**config.mk**
```make
export PLATFORM = sky130hd
export DESIGN_NAME = t02_mem_arbiter
export DESIGN_NICKNAME = d
export VERILOG_FILES = /design/src/rtl/t02_mem_arbiter.sv
export SDC_FILE = /design/constraint.sdc
export NUM_CORES = 1
export LEC_CHECK = 0
export BUFFER_PORTS_ARGS = -buffer_cell sky130_fd_sc_hd__buf_2
export CORE_MARGIN = 2
export CORE_UTILIZATION = 45
export CTS_BUF_LIST = sky130_fd_sc_hd__clkbuf_4
export DETAILED_ROUTE_END_ITERATION = 7
export PLACE_DENSITY = 0.89
export SETUP_SLACK_MARGIN = 0.2
export SYNTH_ARGS = -nofsm -noshare
export SYNTH_HDL_FRONTEND = slang
export SYNTH_SLANG_ARGS = --single-unit
export TNS_END_PERCENT = 30
```
**constraint.sdc**
```tcl
create_clock -name clk -period 2.68 [get_ports clk]
set_input_delay 0.804 -clock clk [delete_from_list [all_inputs] [get_ports clk]]
set_output_delay 0.804 -clock clk [all_outputs]
set_load 0.05 [all_outputs]
```
**src/rtl/t02_mem_arbiter.sv**
```systemverilog
// Two-port memory arbiter: instruction fetch and data access sharing one wishbone manager port.
// Define T02_ARB_RR_EN for round-robin arbitration; the default build uses fixed data-over-fetch priority.
module t02_mem_arbiter #(
    parameter int ADDR_W = 32,
    parameter int DATA_W = 32
) (
    input  logic                clk,
    input  logic                rst,

    input  logic                i_req,
    input  logic [ADDR_W-1:0]   i_addr,
    output logic [DATA_W-1:0]   i_rdata,
    output logic                i_ack,

    input  logic                d_req,
    input  logic                d_we,
    input  logic [ADDR_W-1:0]   d_addr,
    input  logic [DATA_W-1:0]   d_wdata,
    input  logic [DATA_W/8-1:0] d_sel,
    output logic [DATA_W-1:0]   d_rdata,
    output logic                d_ack,

    output logic [ADDR_W-1:0]   m_adr,
    output logic [DATA_W-1:0]   m_wdat,
    output logic [DATA_W/8-1:0] m_sel,
    output logic                m_read,
    output logic                m_write,
    input  logic [DATA_W-1:0]   m_rdat,
    input  logic                m_busy,

    output logic                grant_d
);

    typedef enum logic [1:0] {
        IDLE,
        ISSUE,
        WAIT,
        DONE
    } state_t;

    state_t state;
    logic   cur_we;
    logic   pick_d;
    logic   can_grant;

`ifdef T02_ARB_RR_EN
    logic   rr_ptr_d;

    always_comb pick_d = d_req && (!i_req || rr_ptr_d);
`else
    always_comb pick_d = d_req;
`endif

    // The ack cycle is excluded: the finished requester may still be holding its req.
    always_comb can_grant = (i_req || d_req) && !i_ack && !d_ack;

    always_ff @(posedge clk) begin
        if (rst) begin
            state   <= IDLE;
            m_adr   <= '0;
            m_wdat  <= '0;
            m_sel   <= '0;
            m_read  <= 1'b0;
            m_write <= 1'b0;
            i_ack   <= 1'b0;
            d_ack   <= 1'b0;
            i_rdata <= '0;
            d_rdata <= '0;
            grant_d <= 1'b0;
            cur_we  <= 1'b0;
`ifdef T02_ARB_RR_EN
            rr_ptr_d <= 1'b1;
`endif
        end else begin
            i_ack <= 1'b0;
            d_ack <= 1'b0;
            case (state)
                IDLE: begin
                    if (can_grant) begin
                        grant_d <= pick_d;
                        state   <= ISSUE;
                        if (pick_d) begin
                            m_adr   <= d_addr;
                            m_wdat  <= d_wdata;
                            m_sel   <= d_sel;
                            cur_we  <= d_we;
                            m_read  <= !d_we;
                            m_write <= d_we;
                        end else begin
                            m_adr   <= i_addr;
                            m_wdat  <= '0;
                            m_sel   <= '1;
                            cur_we  <= 1'b0;
                            m_read  <= 1'b1;
                            m_write <= 1'b0;
                        end
                    end
                end
                ISSUE: begin
                    if (m_busy) begin
                        m_read  <= 1'b0;
                        m_write <= 1'b0;
                        state   <= WAIT;
                    end
                end
                WAIT: begin
                    if (!m_busy) begin
                        if (!cur_we) begin
                            if (grant_d) begin
                                d_rdata <= m_rdat;
                            end else begin
                                i_rdata <= m_rdat;
                            end
                        end
                        state <= DONE;
                    end
                end
                DONE: begin
                    d_ack <= grant_d;
                    i_ack <= !grant_d;
`ifdef T02_ARB_RR_EN
                    rr_ptr_d <= !grant_d;
`endif
                    state <= IDLE;
                end
                default: state <= IDLE;
            endcase
        end
    end

endmodule

```
==> impl_metrics.xml, run 1 <==
<?xml version="1.0" encoding="UTF-8"?>
<metrics>
  <group name="route">
    <metric name="detail_route.drc_violations" unit="">0</metric>
    <metric name="wl_per_cell" unit="um">14.45</metric>
    <metric name="ant_nets" unit="">0</metric>
    <metric name="wl" unit="um">15040</metric>
    <metric name="starting_drt_drc_count" unit="">322</metric>
    <metric name="drt-pass1-iter-count" unit="">5</metric>
    <metric name="num_vias" unit="">5282</metric>
    <metric name="drt-vias-per-instance" unit="">5.074</metric>
  </group>
  <group name="worst_setup_path">
    <metric name="cp.required" unit="ns">1.88</metric>
    <metric name="ff2ff_setup_slack" unit="ns">0.84</metric>
    <metric name="max_stage_delay" unit="ns">0.53</metric>
    <metric name="worst-setup-path-type" unit="">register to output port</metric>
    <metric name="critPathTopFamily" unit="">flip-flops</metric>
    <metric name="critical_path.max_fanout" unit="">8</metric>
    <metric name="critPathSlowestCell" unit="">dfxtp_1</metric>
    <metric name="crit_arrival" unit="ns">1.39</metric>
    <metric name="worstSetupStartpointType" unit="">register</metric>
    <metric name="critical_path.cell_chain" unit="">buf_2</metric>
    <metric name="timing.critical_path.to_type" unit="">output port</metric>
    <metric name="worst-path-buf-inv" unit="">1</metric>
  </group>
  <group name="die">
    <metric name="io-pin-count" unit="">275</metric>
    <metric name="placement_rows" unit="">40</metric>
    <metric name="starting_density_of_the_core" unit="%">45.74</metric>
    <metric name="die_width" unit="um">114.3</metric>
    <metric name="coreArea" unit="um2">11960</metric>
    <metric name="design.die.area" unit="um2">13060</metric>
    <metric name="chipHeight" unit="um">114.3</metric>
  </group>
  <group name="placed_design">
    <metric name="port-buffer-count" unit="">274</metric>
    <metric name="detailed_place.area" unit="um2">6975</metric>
    <metric name="dp_hpwl" unit="um">10920</metric>
    <metric name="gpl_wtd_cong" unit="">0.7866</metric>
  </group>
  <group name="power_and_ir_drop">
    <metric name="power.density_cell_area" unit="nW/um2">991.5</metric>
    <metric name="total_power" unit="uW">7150</metric>
    <metric name="leakagePower" unit="uW">0.003328</metric>
    <metric name="power.ir.vdd_worst" unit="mV">0.4326</metric>
  </group>
  <group name="yosys">
    <metric name="synth_seq_area_share" unit="%">51.22</metric>
    <metric name="yosysUniqueCellTypes" unit="">28</metric>
    <metric name="synth_top_cells_by_area" unit="">dfxtp_1 51%, nand2_1 11%, a21oi_1 9.1%</metric>
    <metric name="ys_seq_elements" unit="">140</metric>
    <metric name="postSynthAreaPerCell" unit="um2">8.699</metric>
    <metric name="syn_inst" unit="">629</metric>
    <metric name="synthesis.yosys.warnings" unit="">0</metric>
    <metric name="synth.top_cell.area_share" unit="%">51.22</metric>
    <metric name="mappedNetlistArea" unit="um2">5471</metric>
    <metric name="synth.largest_area_cell" unit="">dfxtp_1</metric>
    <metric name="net_count_after_synthesis" unit="">771</metric>
  </group>
  <group name="layout">
    <metric name="most_frequent_standard_cell_in_the_layout_excluding_fill_and_tap_cells" unit="">buf_2</metric>
    <metric name="final_nets" unit="">1024</metric>
    <metric name="final_layout_size_suffix_gt1_share" unit="%">38.86</metric>
    <metric name="final_core_util" unit="%">60.28</metric>
    <metric name="relative_area_change_from_synthesis_to_final_layout" unit="%">31.79</metric>
    <metric name="design_area" unit="um2">7211</metric>
    <metric name="most-common-layout-cells" unit="">273 x buf_2, 166 x nand2_1, 140 x dfxtp_1, 99 x a21oi_1, 40 x nor2_1</metric>
  </group>
  <group name="clock_tree">
    <metric name="clockBufferDepth" unit="">2</metric>
    <metric name="cts.sink_count" unit="">140</metric>
    <metric name="resized_gates_after_cts" unit="">0</metric>
    <metric name="cts_root_buffer" unit="">clkbuf_4</metric>
    <metric name="h-tree-depth" unit="">4</metric>
    <metric name="tritoncts_clock_tree" unit="">done</metric>
    <metric name="cts_hold_buffers" unit="">0</metric>
    <metric name="cts_post_setup_buffers_inserted" unit="">0</metric>
    <metric name="worst_skew_pair_latency" unit="ns">0.52</metric>
    <metric name="worst_setup_hold_path_clk_slew" unit="ns">0.11</metric>
    <metric name="numCtsBuffers" unit="">17</metric>
  </group>
  <group name="timing">
    <metric name="finalSetupViolCount" unit="">0</metric>
    <metric name="final_period_minus_worst_setup_slack" unit="ns">2.196</metric>
    <metric name="fin_tns_setup" unit="ns">0</metric>
    <metric name="hold_violations" unit="">0</metric>
    <metric name="clock_skew" unit="ns">0.01723</metric>
    <metric name="timing.fmax" unit="MHz">455.3</metric>
    <metric name="final.period_utilization" unit="%">81.96</metric>
    <metric name="grt_setup_unrepaired" unit="">false</metric>
    <metric name="relative_slew_slack" unit="%">62.22</metric>
    <metric name="timing.final.max_slew_violations" unit="">0</metric>
    <metric name="min_hold_slack" unit="ns">0.4537</metric>
    <metric name="tightest_slew" unit="ns">0.5619</metric>
  </group>
  <group name="global_route">
    <metric name="maximum_number_of_pins_on_one_net_before_global_route_repair" unit="">73</metric>
    <metric name="global_route.usage.total" unit="%">21.70</metric>
    <metric name="global_route.overflow_total" unit="">0</metric>
    <metric name="global_route_wire_length_before_repair" unit="um">22430</metric>
    <metric name="vias_in_the_first_global_route" unit="">4826</metric>
    <metric name="grt_antenna_before_repair" unit="">1</metric>
  </group>
  <group name="status">
    <metric name="run_status" unit="">completed</metric>
  </group>
  <group name="job">
    <metric name="drv_cap" unit="">0</metric>
  </group>
  <group name="hold_path">
    <metric name="min-delay-path-class" unit="">register to register</metric>
  </group>
</metrics>
[worst min-delay path, cell delays in order (launching register included)]
cell and delay, ns:
dfxtp_1 0.32, nand2_1 0.05, a21oi_1 0.05
[flip-flops by register name, summed over array words and instances (netlist names), 2 cells and up]
name,cells
i_rdata,32
d_rdata,32
m_wdat,32
state,2
m_adr,32
m_sel,4
[metrics by stage]
stage / setup slack [ns] / instances
2_1_floorplan: 0.7890 / 629
3_3_place_gp: 0.5278 / 1010
3_5_place_dp: 0.4638 / 1010
4_1_cts: 0.3967 / 1040
5_1_grt: 0.3750 / 1041
6_report: 0.4835 / 1041
[where the power goes]
| part | total [uW] | internal [uW] | switching, uW |
|---|---|---|---|
| Clock | 1180 | 480 | 698 |
| Combinational | 3310 | 894 | 2420 |
| Sequential | 2660 | 2460 | 197 |
[worst paths after layout]
check        startpoint          to  cells after the start
min          m_wdat[12]  m_wdat[12]                      2
max             grant_d     grant_d                      1
max reg2reg    state[0]   m_adr[20]                      6
min reg2reg  m_wdat[12]  m_wdat[12]                      2
[routing by layer]
layer	vias up	global-route usage [%]	share of wire (%)	wire length, um
met5	-	0	0	0
met4	0	10.49	2.9	437
met3	32	6.829	7.6	1145
met2	207	38.29	50	7590
met1	2413	23.56	39	5868
li1	2630	-	-	-
[kinds of logic (layout without fill, tap and decap cells)]
logic type | Yosys count | after routing | synth area share, %
AO/OA/AOI/OAI | 139 | 139 | 17.43
adder cells (fa/ha/maj) | 4 | 4 | 0.9147
buffers and inverters | 58 | 322 | 5.100
flip-flops | 140 | 140 | 51.22
multiplexers | 34 | 34 | 6.220
other | 0 | 1 | 0
AND/OR/NAND/NOR | 254 | 254 | 19.12
[cell type report]
cell class	instances	area [um2]
fill	1078	4751
sequential	140	2803
multi-input combinational	431	2402
timing repair buffer	286	1564
tap	147	183.9
clock buffer	21	157.7
clock inverter	9	75.07
inverter	6	22.52
antenna	1	2.502
[cells in the mapped netlist]
library cell  number
nand2_1          166
dfxtp_1          140
a21oi_1           99
nor2_1            40
nand3_1           36
mux2i_1           34
a211oi_2          30
clkbuf_1          24
buf_2             16
buf_1              6
inv_1              6
buf_6              5
a311oi_1           4
ha_1               4
nand2b_1           3
a211oi_1           2
and3b_1            2
nand3b_1           2
a221oi_1           1
a31o_2             1
and3_1             1
buf_4              1
nand4_1            1
nor2_2             1
nor3b_1            1
nor4b_2            1
o211ai_1           1
o31ai_1            1
(Power assumes the default switching activity.)
==> inputs of run 2 (changes only) <==
Clock period 2.68 ns to 2.26 ns, I/O delays scaled along.
==> impl_metrics.xml, run 2 (same netlist as run 1, synthesis figures left out) <==
<?xml version="1.0" encoding="UTF-8"?>
<metrics>
  <group name="status">
    <metric name="run_status" unit="">completed</metric>
  </group>
  <group name="timing">
    <metric name="timing.final.max_slew_violations" unit="">0</metric>
    <metric name="setup_slack" unit="ns">0.3389</metric>
    <metric name="clock_skew" unit="ns">0.01561</metric>
    <metric name="final.period_utilization" unit="%">85.00</metric>
    <metric name="final_period_minus_worst_setup_slack" unit="ns">1.921</metric>
    <metric name="hold_violations" unit="">0</metric>
    <metric name="grt_setup_unrepaired" unit="">false</metric>
    <metric name="timing.fmax" unit="MHz">520.5</metric>
    <metric name="relative_slew_slack" unit="%">59.06</metric>
    <metric name="tightest_slew" unit="ns">0.6089</metric>
    <metric name="finalSetupViolCount" unit="">0</metric>
    <metric name="fin_tns_setup" unit="ns">0</metric>
  </group>
  <group name="die">
    <metric name="io-pin-count" unit="">275</metric>
    <metric name="coreArea" unit="um2">11960</metric>
    <metric name="placement_rows" unit="">40</metric>
    <metric name="die_width" unit="um">114.3</metric>
    <metric name="chipHeight" unit="um">114.3</metric>
    <metric name="starting_density_of_the_core" unit="%">45.74</metric>
    <metric name="design.die.area" unit="um2">13060</metric>
  </group>
  <group name="worst_setup_path">
    <metric name="worstSetupStartpointType" unit="">register</metric>
    <metric name="max_stage_delay" unit="ns">0.39</metric>
    <metric name="critPathSlowestCell" unit="">dfxtp_1</metric>
    <metric name="r2r_start" unit="">state[0]</metric>
    <metric name="worst-path-buf-inv" unit="">1</metric>
    <metric name="worst_setup_path_startpoint" unit="">i_ack</metric>
    <metric name="critical_path.max_fanout" unit="">3</metric>
    <metric name="timing.critical_path.to_type" unit="">output port</metric>
    <metric name="critPathTopFamily" unit="">flip-flops</metric>
    <metric name="ff2ff_setup_slack" unit="ns">0.49</metric>
    <metric name="critical_path.cell_chain" unit="">buf_2</metric>
    <metric name="worstReg2RegEnd" unit="">m_adr[24]</metric>
    <metric name="worst-setup-path-type" unit="">register to output port</metric>
    <metric name="crit_arrival" unit="ns">1.24</metric>
    <metric name="cp.required" unit="ns">1.58</metric>
    <metric name="depth_of_the_worst_register_to_register_path" unit="">6</metric>
  </group>
  <group name="clock_tree">
    <metric name="cts_hold_buffers" unit="">0</metric>
    <metric name="clockBufferDepth" unit="">2</metric>
    <metric name="resized_gates_after_cts" unit="">2</metric>
    <metric name="worst_skew_pair_latency" unit="ns">0.54</metric>
    <metric name="cts.sink_count" unit="">140</metric>
    <metric name="cts_root_buffer" unit="">clkbuf_4</metric>
    <metric name="worst_setup_hold_path_clk_slew" unit="ns">0.12</metric>
    <metric name="h-tree-depth" unit="">4</metric>
    <metric name="numCtsBuffers" unit="">17</metric>
    <metric name="cts_post_setup_buffers_inserted" unit="">0</metric>
    <metric name="tritoncts_clock_tree" unit="">done</metric>
  </group>
  <group name="route">
    <metric name="drt-pass1-iter-count" unit="">5</metric>
    <metric name="wl_per_cell" unit="um">14.19</metric>
    <metric name="num_vias" unit="">5271</metric>
    <metric name="wl" unit="um">14810</metric>
    <metric name="starting_drt_drc_count" unit="">271</metric>
    <metric name="detail_route.drc_violations" unit="">0</metric>
    <metric name="ant_nets" unit="">0</metric>
    <metric name="drt-vias-per-instance" unit="">5.049</metric>
  </group>
  <group name="layout">
    <metric name="most-common-layout-cells" unit="">272 x buf_2, 166 x nand2_1, 139 x dfxtp_1, 99 x a21oi_1, 40 x nor2_1</metric>
    <metric name="sequential_cell_area" unit="um2">2804</metric>
    <metric name="most_frequent_standard_cell_in_the_layout_excluding_fill_and_tap_cells" unit="">buf_2</metric>
    <metric name="final_nets" unit="">1026</metric>
    <metric name="multiInputGateArea" unit="um2">2402</metric>
    <metric name="diodes" unit="">0</metric>
    <metric name="final_layout_size_suffix_gt1_share" unit="%">39.13</metric>
    <metric name="layout_fillers" unit="">1025</metric>
    <metric name="relative_area_change_from_synthesis_to_final_layout" unit="%">33.07</metric>
  </group>
  <group name="global_route">
    <metric name="vias_in_the_first_global_route" unit="">4854</metric>
    <metric name="grt_antenna_before_repair" unit="">0</metric>
    <metric name="maximum_number_of_pins_on_one_net_before_global_route_repair" unit="">73</metric>
    <metric name="global_route.overflow_total" unit="">0</metric>
    <metric name="global_route.usage.total" unit="%">22.02</metric>
    <metric name="global_route_wire_length_before_repair" unit="um">22650</metric>
  </group>
  <group name="power_and_ir_drop">
    <metric name="internal_power" unit="uW">4885</metric>
    <metric name="swShare" unit="%">44.92</metric>
    <metric name="clock_power_share" unit="%">19.7</metric>
    <metric name="total_power" unit="uW">8870</metric>
    <metric name="share_seq_of_total_power" unit="%">35.5</metric>
    <metric name="leakagePower" unit="uW">0.003362</metric>
    <metric name="power.share.combinational" unit="%">44.8</metric>
    <metric name="power.density_cell_area" unit="nW/um2">1218</metric>
    <metric name="power.ir.vdd_worst" unit="mV">0.5150</metric>
    <metric name="total_switching_power" unit="uW">3984</metric>
  </group>
  <group name="hold_path">
    <metric name="worstHoldEndpoint" unit="">d_rdata[9]</metric>
    <metric name="worst_hold_path.num_cells" unit="">3</metric>
    <metric name="worstHoldStart" unit="">m_rdat[9]</metric>
    <metric name="min-delay-path-class" unit="">input port to register</metric>
  </group>
  <group name="placed_design">
    <metric name="gpl_wtd_cong" unit="">0.7948</metric>
    <metric name="preCtsSetupSlack" unit="ns">0.2561</metric>
    <metric name="port-buffer-count" unit="">274</metric>
    <metric name="dp_hpwl" unit="um">10800</metric>
  </group>
  <group name="job">
    <metric name="drv_cap" unit="">0</metric>
  </group>
</metrics>
==> run 2: cell count changes in the layout (fill, tap and decap cells not counted), sizes merged <==
cell / change
buf: +2
bufinv: +3
clkbuf: -3
clkinv: +1
clkinvlp: +1
diode: -1
==> run 2: final cells by class <==
class / instances / area share (%)
clock buffers: 18 / 1.856
clock inverters: 14 / 2.423
inverters: 6 / 0.3093
multi-input cells: 431 / 33.00
flip-flops and latches: 140 / 38.51
well taps: 147 / 2.526
repair buffers: 288 / 21.38
==> run 2: metal layers <==
metal,vias to the layer above,GRT usage (%),share of wire (%),routed length (um)
li1,2625,-,-,-
met1,2415,23.90,39,5772
met2,203,38.69,50,7373
met3,28,7.676,8.5,1255
met4,0,9.837,2.8,410
met5,-,0,0,0
==> run 2: worst max-delay path by stage <==
stage,endpoint,depth (start not counted)
2_1_floorplan,m_wdat[22],8
3_3_place_gp,m_adr[28],6
3_5_place_dp,m_adr[24],6
4_1_cts,d_ack,1
5_1_grt,i_ack,1
6_report,i_ack,1
==> run 2: power groups by stage <==
stage	sequential [uW]	combinational (uW)	clock, uW
2_1_floorplan	4690	1570	0
3_3_place_gp	3190	3910	0
3_5_place_dp	3200	3980	0
4_1_cts	3150	3990	1790
5_1_grt	3200	4220	1900
6_report	3150	3980	1750
==> run 2: per-stage QoR <==
step                      cells  hold slack, ns  utilization, %  area [um2]
after global routing       1044          0.3172           60.87        7281
final                      1044          0.3659           60.87        7281
after global placement     1012          0.4357           58.23        6965
after detailed placement   1012          0.4410           58.23        6965
after CTS                  1044          0.3212           60.87        7281
after floorplan             629          0.4616               -        5472
==> inputs of run 3 (changes only) <==
Settings changed: CORE_MARGIN 2 to 1.
==> impl_metrics.xml, run 3 (same netlist as run 1, synthesis figures left out) <==
<?xml version="1.0" encoding="UTF-8"?>
<metrics>
  <group name="worst_setup_path">
    <metric name="crit_arrival" unit="ns">1.23</metric>
    <metric name="r2r_start" unit="">state[0]</metric>
    <metric name="max_stage_delay" unit="ns">0.41</metric>
    <metric name="critical_path.max_fanout" unit="">3</metric>
    <metric name="worst_setup_path_startpoint" unit="">d_ack</metric>
    <metric name="cp.required" unit="ns">1.58</metric>
    <metric name="worst-setup-path-type" unit="">register to output port</metric>
    <metric name="critical_path.cell_chain" unit="">buf_2</metric>
    <metric name="ff2ff_setup_slack" unit="ns">0.64</metric>
    <metric name="worst-path-buf-inv" unit="">1</metric>
    <metric name="critPathTopFamily" unit="">flip-flops</metric>
    <metric name="worstSetupStartpointType" unit="">register</metric>
    <metric name="timing.critical_path.to_type" unit="">output port</metric>
    <metric name="critPathSlowestCell" unit="">dfxtp_1</metric>
  </group>
  <group name="timing">
    <metric name="finalSetupViolCount" unit="">0</metric>
    <metric name="hold_violations" unit="">0</metric>
    <metric name="tightest_slew" unit="ns">0.6056</metric>
    <metric name="clock_skew" unit="ns">0.01476</metric>
    <metric name="final.period_utilization" unit="%">84.37</metric>
    <metric name="relative_slew_slack" unit="%">59.28</metric>
    <metric name="timing.fmax" unit="MHz">524.4</metric>
    <metric name="setup_slack" unit="ns">0.3532</metric>
    <metric name="final_period_minus_worst_setup_slack" unit="ns">1.907</metric>
    <metric name="grt_setup_unrepaired" unit="">false</metric>
    <metric name="fin_tns_setup" unit="ns">0</metric>
    <metric name="min_hold_slack" unit="ns">0.3871</metric>
    <metric name="timing.final.max_slew_violations" unit="">0</metric>
  </group>
  <group name="die">
    <metric name="placement_rows" unit="">39</metric>
    <metric name="coreArea" unit="um2">11610</metric>
    <metric name="starting_density_of_the_core" unit="%">47.11</metric>
    <metric name="chipHeight" unit="um">112.3</metric>
    <metric name="io-pin-count" unit="">275</metric>
    <metric name="die_width" unit="um">112.3</metric>
    <metric name="design.die.area" unit="um2">12600</metric>
  </group>
  <group name="hold_path">
    <metric name="min-delay-path-class" unit="">input port to register</metric>
    <metric name="worstHoldStart" unit="">m_rdat[22]</metric>
  </group>
  <group name="power_and_ir_drop">
    <metric name="total_power" unit="uW">8452</metric>
    <metric name="power.density_cell_area" unit="nW/um2">1177</metric>
    <metric name="power.ir.vdd_worst" unit="mV">0.6350</metric>
    <metric name="leakagePower" unit="uW">0.003338</metric>
  </group>
  <group name="clock_tree">
    <metric name="tritoncts_clock_tree" unit="">done</metric>
    <metric name="worst_skew_pair_latency" unit="ns">0.52</metric>
    <metric name="worst_setup_hold_path_clk_slew" unit="ns">0.12</metric>
    <metric name="h-tree-depth" unit="">4</metric>
    <metric name="clockBufferDepth" unit="">2</metric>
    <metric name="cts_root_buffer" unit="">clkbuf_4</metric>
    <metric name="numCtsBuffers" unit="">17</metric>
    <metric name="cts_hold_buffers" unit="">0</metric>
    <metric name="cts.sink_count" unit="">140</metric>
  </group>
  <group name="placed_design">
    <metric name="preCtsSetupSlack" unit="ns">0.3304</metric>
    <metric name="port-buffer-count" unit="">274</metric>
    <metric name="dp_hpwl" unit="um">10720</metric>
    <metric name="gpl_wtd_cong" unit="">0.8115</metric>
  </group>
  <group name="layout">
    <metric name="relative_area_change_from_synthesis_to_final_layout" unit="%">31.24</metric>
    <metric name="final_layout_size_suffix_gt1_share" unit="%">39.46</metric>
    <metric name="diodes" unit="">0</metric>
    <metric name="final_nets" unit="">1027</metric>
    <metric name="layout_fillers" unit="">987</metric>
    <metric name="most_frequent_standard_cell_in_the_layout_excluding_fill_and_tap_cells" unit="">buf_2</metric>
    <metric name="most-common-layout-cells" unit="">272 x buf_2, 166 x nand2_1, 139 x dfxtp_1, 99 x a21oi_1, 40 x nor2_1</metric>
  </group>
  <group name="route">
    <metric name="num_vias" unit="">5336</metric>
    <metric name="wl" unit="um">14730</metric>
    <metric name="wl_per_cell" unit="um">14.17</metric>
    <metric name="drt-pass1-iter-count" unit="">8</metric>
    <metric name="detail_route.drc_violations" unit="">18</metric>
    <metric name="ant_nets" unit="">0</metric>
    <metric name="starting_drt_drc_count" unit="">343</metric>
    <metric name="drt-vias-per-instance" unit="">5.131</metric>
  </group>
  <group name="global_route">
    <metric name="vias_in_the_first_global_route" unit="">4927</metric>
    <metric name="maximum_number_of_pins_on_one_net_before_global_route_repair" unit="">73</metric>
    <metric name="global_route.overflow_total" unit="">0</metric>
    <metric name="global_route_wire_length_before_repair" unit="um">23100</metric>
    <metric name="grt_antenna_before_repair" unit="">0</metric>
    <metric name="global_route.usage.total" unit="%">23.16</metric>
  </group>
  <group name="job">
    <metric name="drv_cap" unit="">0</metric>
  </group>
  <group name="status">
    <metric name="failing_checks" unit="">design-rule violations</metric>
    <metric name="run_status" unit="">complete, but fails checks</metric>
  </group>
</metrics>
-- run 3: report_power, final --
group          switching, uW  leakage, uW  internal [uW]
logic                   2850      0.00206           1040
registers                235      0.00114           2920
clock network            833     0.000140            571
-- run 3: final timing paths --
kind / end / depth (start not counted)
max: d_ack / 1
min: d_rdata[22] / 3
max reg2reg: m_wdat[30] / 7
min reg2reg: m_wdat[22] / 2
-- run 3: final cells by class --
type,instances,area [um2],area share [%]
repair buffers,289,1539,21.43
well taps,143,178.9,2.492
clock buffers,21,157.7,2.196
multi-input cells,431,2402,33.46
clock inverters,10,76.32,1.063
flip-flops and latches,140,2804,39.05
inverters,6,22.52,0.3136
-- run 3: what timing repair did --
action                                  4_1_cts  5_1_grt
setup buffers                                 0        0
gates resized for setup                       2        0
endpoints found under the hold margin         0        0
endpoints found under the setup margin        1        0
-- run 3: layer usage --
| metal | up-vias | GRT usage (%) | part of all wire [%] | wire (um) |
|---|---|---|---|---|
| li1 | 2633 | - | - | - |
| met3 | 29 | 7.397 | 8.5 | 1245 |
| met4 | 0 | 9.244 | 2.0 | 298 |
| met1 | 2425 | 25.03 | 38 | 5624 |
| met5 | - | 0 | 0 | 0 |
| met2 | 249 | 41.90 | 51 | 7564 |
-- run 3: metrics by stage --
step	util, %	instances	cell area, um2
floorplan	-	629	5472
global placement	59.78	1009	6943
detailed placement	59.78	1009	6943
CTS	61.83	1040	7181
global route	61.83	1040	7181
finish	61.83	1040	7181
